## config.mk

```make
export PLATFORM = sky130hd
export DESIGN_NAME = instruction_fetcher
export DESIGN_NICKNAME = d
export VERILOG_FILES = /design/src/rtl/instruction_fetcher.sv
export SDC_FILE = /design/constraint.sdc
export NUM_CORES = 1
export LEC_CHECK = 0
export CAP_MARGIN = 20
export CORE_MARGIN = 2
export CORE_UTILIZATION = 40
export CTS_BUF_LIST = sky130_fd_sc_hd__clkbuf_4
export DETAILED_ROUTE_END_ITERATION = 10
export PLACE_DENSITY = 0.67
export SYNTH_ARGS = -nofsm -noshare
export SYNTH_HDL_FRONTEND = slang
export SYNTH_SLANG_ARGS = --single-unit
export TNS_END_PERCENT = 5
```

## constraint.sdc

```tcl
create_clock -name clk -period 2.3 [get_ports clk]
set_input_delay 0.23 -clock clk [delete_from_list [all_inputs] [get_ports clk]]
set_output_delay 0.23 -clock clk [all_outputs]
set_load 0.02 [all_outputs]
```

## src/rtl/instruction_fetcher.sv

```systemverilog
// instruction_fetcher: per-core fetch unit. It reads the instruction at
// current_pc over a valid/ready channel when the scheduler is in FETCH, and
// keeps it stable through DECODE. A one-entry last-fetch buffer serves
// re-fetches of the same PC without a memory access. Saturating counters
// track completed fetches and memory-served fetches.
module instruction_fetcher #(
    parameter int PROGRAM_MEM_ADDR_BITS = 8,
    parameter int PROGRAM_MEM_DATA_BITS = 16
) (
    input  logic                             clk,
    input  logic                             reset,
    input  logic [2:0]                       core_state,
    input  logic [PROGRAM_MEM_ADDR_BITS-1:0] current_pc,
    input  logic                             invalidate,
    output logic                             mem_read_valid,
    output logic [PROGRAM_MEM_ADDR_BITS-1:0] mem_read_address,
    input  logic                             mem_read_ready,
    input  logic [PROGRAM_MEM_DATA_BITS-1:0] mem_read_data,
    output logic [2:0]                       fetcher_state,
    output logic [PROGRAM_MEM_DATA_BITS-1:0] instruction,
    output logic [15:0]                      fetch_count,
    output logic [15:0]                      miss_count
);

    localparam logic [2:0] CORE_FETCH  = 3'b001;
    localparam logic [2:0] CORE_DECODE = 3'b010;

    typedef enum logic [2:0] {
        S_IDLE     = 3'b000,
        S_FETCHING = 3'b001,
        S_FETCHED  = 3'b010
    } fetch_state_t;

    // Last-fetch buffer entry: tag is the full PC, no partial matching.
    typedef struct packed {
        logic                             valid;
        logic [PROGRAM_MEM_ADDR_BITS-1:0] tag;
        logic [PROGRAM_MEM_DATA_BITS-1:0] data;
    } fetch_buf_t;

    fetch_state_t                     state_q, state_d;
    logic                             req_valid_q, req_valid_d;
    logic [PROGRAM_MEM_ADDR_BITS-1:0] req_addr_q, req_addr_d;
    logic [PROGRAM_MEM_DATA_BITS-1:0] instr_q, instr_d;
    fetch_buf_t                       buf_q, buf_d;
    logic [15:0]                      fetch_cnt_q, fetch_cnt_d;
    logic [15:0]                      miss_cnt_q, miss_cnt_d;
    logic                             fetch_inc, miss_inc;
    logic                             hit;

    // Lookup uses the registered buffer, so a same-cycle invalidate does not
    // affect this cycle's hit decision.
    assign hit = buf_q.valid && (buf_q.tag == current_pc);

    // Next-state and next-output logic for the fetch FSM and its side state.
    always_comb begin
        state_d     = state_q;
        req_valid_d = req_valid_q;
        req_addr_d  = req_addr_q;
        instr_d     = instr_q;
        buf_d       = buf_q;
        fetch_inc   = 1'b0;
        miss_inc    = 1'b0;

        case (state_q)
            S_IDLE: begin
                if (core_state == CORE_FETCH) begin
                    if (hit) begin
                        instr_d   = buf_q.data;
                        fetch_inc = 1'b1;
                        state_d   = S_FETCHED;
                    end else begin
                        req_valid_d = 1'b1;
                        req_addr_d  = current_pc;
                        state_d     = S_FETCHING;
                    end
                end
            end
            S_FETCHING: begin
                // Request holds until memory answers; no timeout by design.
                if (mem_read_ready) begin
                    instr_d     = mem_read_data;
                    req_valid_d = 1'b0;
                    buf_d.valid = 1'b1;
                    buf_d.tag   = req_addr_q;
                    buf_d.data  = mem_read_data;
                    fetch_inc   = 1'b1;
                    miss_inc    = 1'b1;
                    state_d     = S_FETCHED;
                end
            end
            S_FETCHED: begin
                if (core_state == CORE_DECODE)
                    state_d = S_IDLE;
            end
            default: begin
                state_d     = S_IDLE;
                req_valid_d = 1'b0;
            end
        endcase

        // Invalidate wins over a same-cycle fill.
        if (invalidate)
            buf_d.valid = 1'b0;

        fetch_cnt_d = (fetch_inc && (fetch_cnt_q != 16'hFFFF)) ? fetch_cnt_q + 16'd1 : fetch_cnt_q;
        miss_cnt_d  = (miss_inc  && (miss_cnt_q  != 16'hFFFF)) ? miss_cnt_q  + 16'd1 : miss_cnt_q;
    end

    // State register; synchronous reset clears everything, including the buffer.
    always_ff @(posedge clk) begin
        if (reset) begin
            state_q     <= S_IDLE;
            req_valid_q <= 1'b0;
            req_addr_q  <= '0;
            instr_q     <= '0;
            buf_q       <= '0;
            fetch_cnt_q <= 16'd0;
            miss_cnt_q  <= 16'd0;
        end else begin
            state_q     <= state_d;
            req_valid_q <= req_valid_d;
            req_addr_q  <= req_addr_d;
            instr_q     <= instr_d;
            buf_q       <= buf_d;
            fetch_cnt_q <= fetch_cnt_d;
            miss_cnt_q  <= miss_cnt_d;
        end
    end

    assign fetcher_state    = state_q;
    assign mem_read_valid   = req_valid_q;
    assign mem_read_address = req_addr_q;
    assign instruction      = instr_q;
    assign fetch_count      = fetch_cnt_q;
    assign miss_count       = miss_cnt_q;

endmodule

```

==> run summary <==
Post-synth EDFFs -> 0
crit path launch type -> flop
Die H -> 99.49 µm
1st-pass router iterations -> 4
# setup viols final -> 0
async set or reset register ratio after synthesis -> 0
setup tns final -> 0 ns
synth top area cells -> dfxtp_1, nand2_1, mux2i_1, a21oi_1, nor2_1
Clock Latency Late Sink -> 0.41 ns
Simple-Gate Fraction of Synth Area -> 0.2250
fin cells -> 624
CTS Buf Count -> 9
largest family of logic cells by synthesized area -> simple AND/OR/NAND/NOR gates
first-pass GRT wire length -> 14230 µm
Gate power share -> 0.089
Slew Viols, Final -> 0
worst-path maximum fanout -> 13
Yosys top cell area share -> 0.4611
HP Class -> in -> reg
CP cell instances -> inv_1 -> a222oi_1 -> and4_4 -> a31oi_4 -> buf_4 -> or4_1 -> a21oi_1
Routed WL per cell -> 13.58 µm
final worst-path cycle share -> 0.9132
final estimated routing congestion in global placement -> 0.7929
placed instance count -> 608
Post-DP HPWL -> 6031 µm
top-count cell post-synth -> dfxtp_1
PD cells -> 548.9 nW/µm²
post-synthesis xor/xnor area fraction -> 0.04563
final setup margin -> 0.1996 ns
Final nets -> 544
total gr overflow -> 0
CP bufs+invs -> 2
root buf cell -> clkbuf_4
total die area -> 9898 µm²
FP Rows -> 34
Die W -> 99.49 µm
layout cells sized above 1 -> 0.08721
dominant cell type by area after synthesis -> dfxtp_1
Worst Path Arrival -> 2.44 ns
post-synthesis average cell area -> 8.684 µm²
DP Worst Slack -> -0.1419 ns
antenna violations before repair -> 0
Clock transition at path regs -> 0.14 ns
core box area -> 8763 µm²
Hold Vio Cnt, Final -> 0
initial DRC count -> 95
clock power share -> 0.355
syn_nets -> 453
ant diodes -> 0
reported net switching power -> 0.6267 mW
drt via density -> 5.228
Antenna Violating Nets Remaining -> 0
vias in the first global route -> 3070
slowest stage delay, CP -> 0.49 ns
area of placed instances -> 4716 µm²
status -> finished clean
H-tree depth -> 3
Worst EP required -> 2.63 ns
post-synthesis compound-gate area fraction -> 0.1455
Seq pwr share -> 0.557
IO Pins -> 91
DRC viols -> 0
Final Skew -> 0.02136 ns
mux cell area share after synthesis -> 0.07479
Filler cells -> 833
Yosys reg bits -> 84
via count -> 3262
# Max-Cap Violations -> 0
cell area after layout -> 4877 µm²
hold_ws -> 0.1239 ns
Largest delay share family, worst path -> simple AND/OR/NAND/NOR gates
YS warnings -> 0
Hold Buf Count CTS -> 0
Synth Flop Type -> dfxtp_1
Netlist cell types -> 46
leakage power -> 1.596 nW
post-synthesis sequential area ratio -> 0.4611
unrepaired setup endpoints after global routing -> false
cts repair resizes -> 0
Final Util -> 0.5565
largest net degree at the start of global routing -> 59
crit path kind -> reg -> reg
Sw Ratio -> 0.2341
CP max stage cell -> or4_1
Post-CTS Setup Inserts -> 0
starting density of the core -> 0.4162
Post-synth top cells -> dfxtp_1, nand2_1, nor2_1
clock sinks -> 84
Int Power -> 2.050 mW
area growth from synthesis to layout -> 33.72%
Peak supply drop -> 0.3369 mV
Post-Route WL -> 8471 µm
CTS tree -> built
Power Total -> 2.677 mW
CP Capture Type -> flop
Mapped Area -> 3647 µm²
area share of fa/ha/maj cells after synthesis -> 0.006861
Max Root-Sink Buffers -> 2
Max Fclk -> 0.4761 GHz
PortBufs -> 89
Syn Inst Count -> 420
Total GRT Usage -> 0.1766
final critical-path required period -> 2.100 ns
[path summary, 6_finish.rpt]
check,endpoint,depth (start not counted),start,slack (ns)
setup / recovery,fetch_count[14],7,buf_q[20],0.20
hold / removal,fetch_count[8],2,reset,0.12
setup reg to reg,fetch_count[14],7,buf_q[20],0.20
hold reg to reg,buf_q[10],2,buf_q[10],0.46
[cell families after synthesis]
| logic type | Yosys count |
|---|---|
| and+or+nand+nor | 172 |
| xor gates and xnor gates | 19 |
| buffers and inverters | 33 |
| DFF | 84 |
| other | 1 |
| AOI/OAI and AO/OA | 82 |
| adders and majority gates | 2 |
| muxes | 27 |
[routing by layer]
layer / vias to the layer above / GRT usage / wire length (µm)
li1: 1655 / - / -
met1: 1540 / 0.2343 / 4057
met2: 63 / 0.2843 / 3976
met3: 4 / 0.04357 / 373
met4: 0 / 0.05585 / 63
met5: - / 0 / 0
[worst register-to-register path, stage by stage (launching register included)]
cell,delay (ns)
dfxtp_1,0.35
inv_1,0.05
a222oi_1,0.36
and4_4,0.29
a31oi_4,0.11
buf_4,0.21
or4_1,0.50
a21oi_1,0.16
[cells in the final DEF, fill, tap and decap left out, drive strengths merged, types with 2 or more instances in the layout]
master and n:
mux2i 25, and2 2, nor4 3, a21oi 42, nand3 8, xnor2 8, clkbuf 10, clkinv 3
bufinv 2, mux2 2, nand2 68, or3 3, nand3b 2, xor2 11, and4 6, buf 18
o31ai 9, dfxtp 84, and3 4, nor3 6, nor2 49, a211oi 16, nand4 5, clkdlybuf4s50 88
o21ai 5, inv 8, ha 2, nor2b 3, or4 10
[power groups by stage]
stage	clock network [mW]	registers (mW)	logic [mW]
floorplan	0	1.54	0.0946
global placement	0	1.52	0.237
detailed placement	0	1.52	0.238
CTS	0.978	1.49	0.240
global route	1.05	1.49	0.256
finish	0.950	1.49	0.237
[registers in the layout (all words and copies together) (netlist names)]
register          count
mem_read_valid        1
mem_read_address      8
fetch_count          16
instruction          16
buf_q                25
miss_count           16
fetcher_state         2
[layout make-up]
cell class | count | area [µm²] | area share
multi-input cells | 303 | 1822 | 0.3735
flip-flops and latches | 84 | 1682 | 0.3448
repair buffers | 106 | 1051 | 0.2155
well taps | 108 | 135.1 | 0.02771
clock inverters | 6 | 86.33 | 0.01770
clock buffers | 10 | 75.07 | 0.01539
inverters | 7 | 26.28 | 0.005387
(Power assumes the default switching activity.)
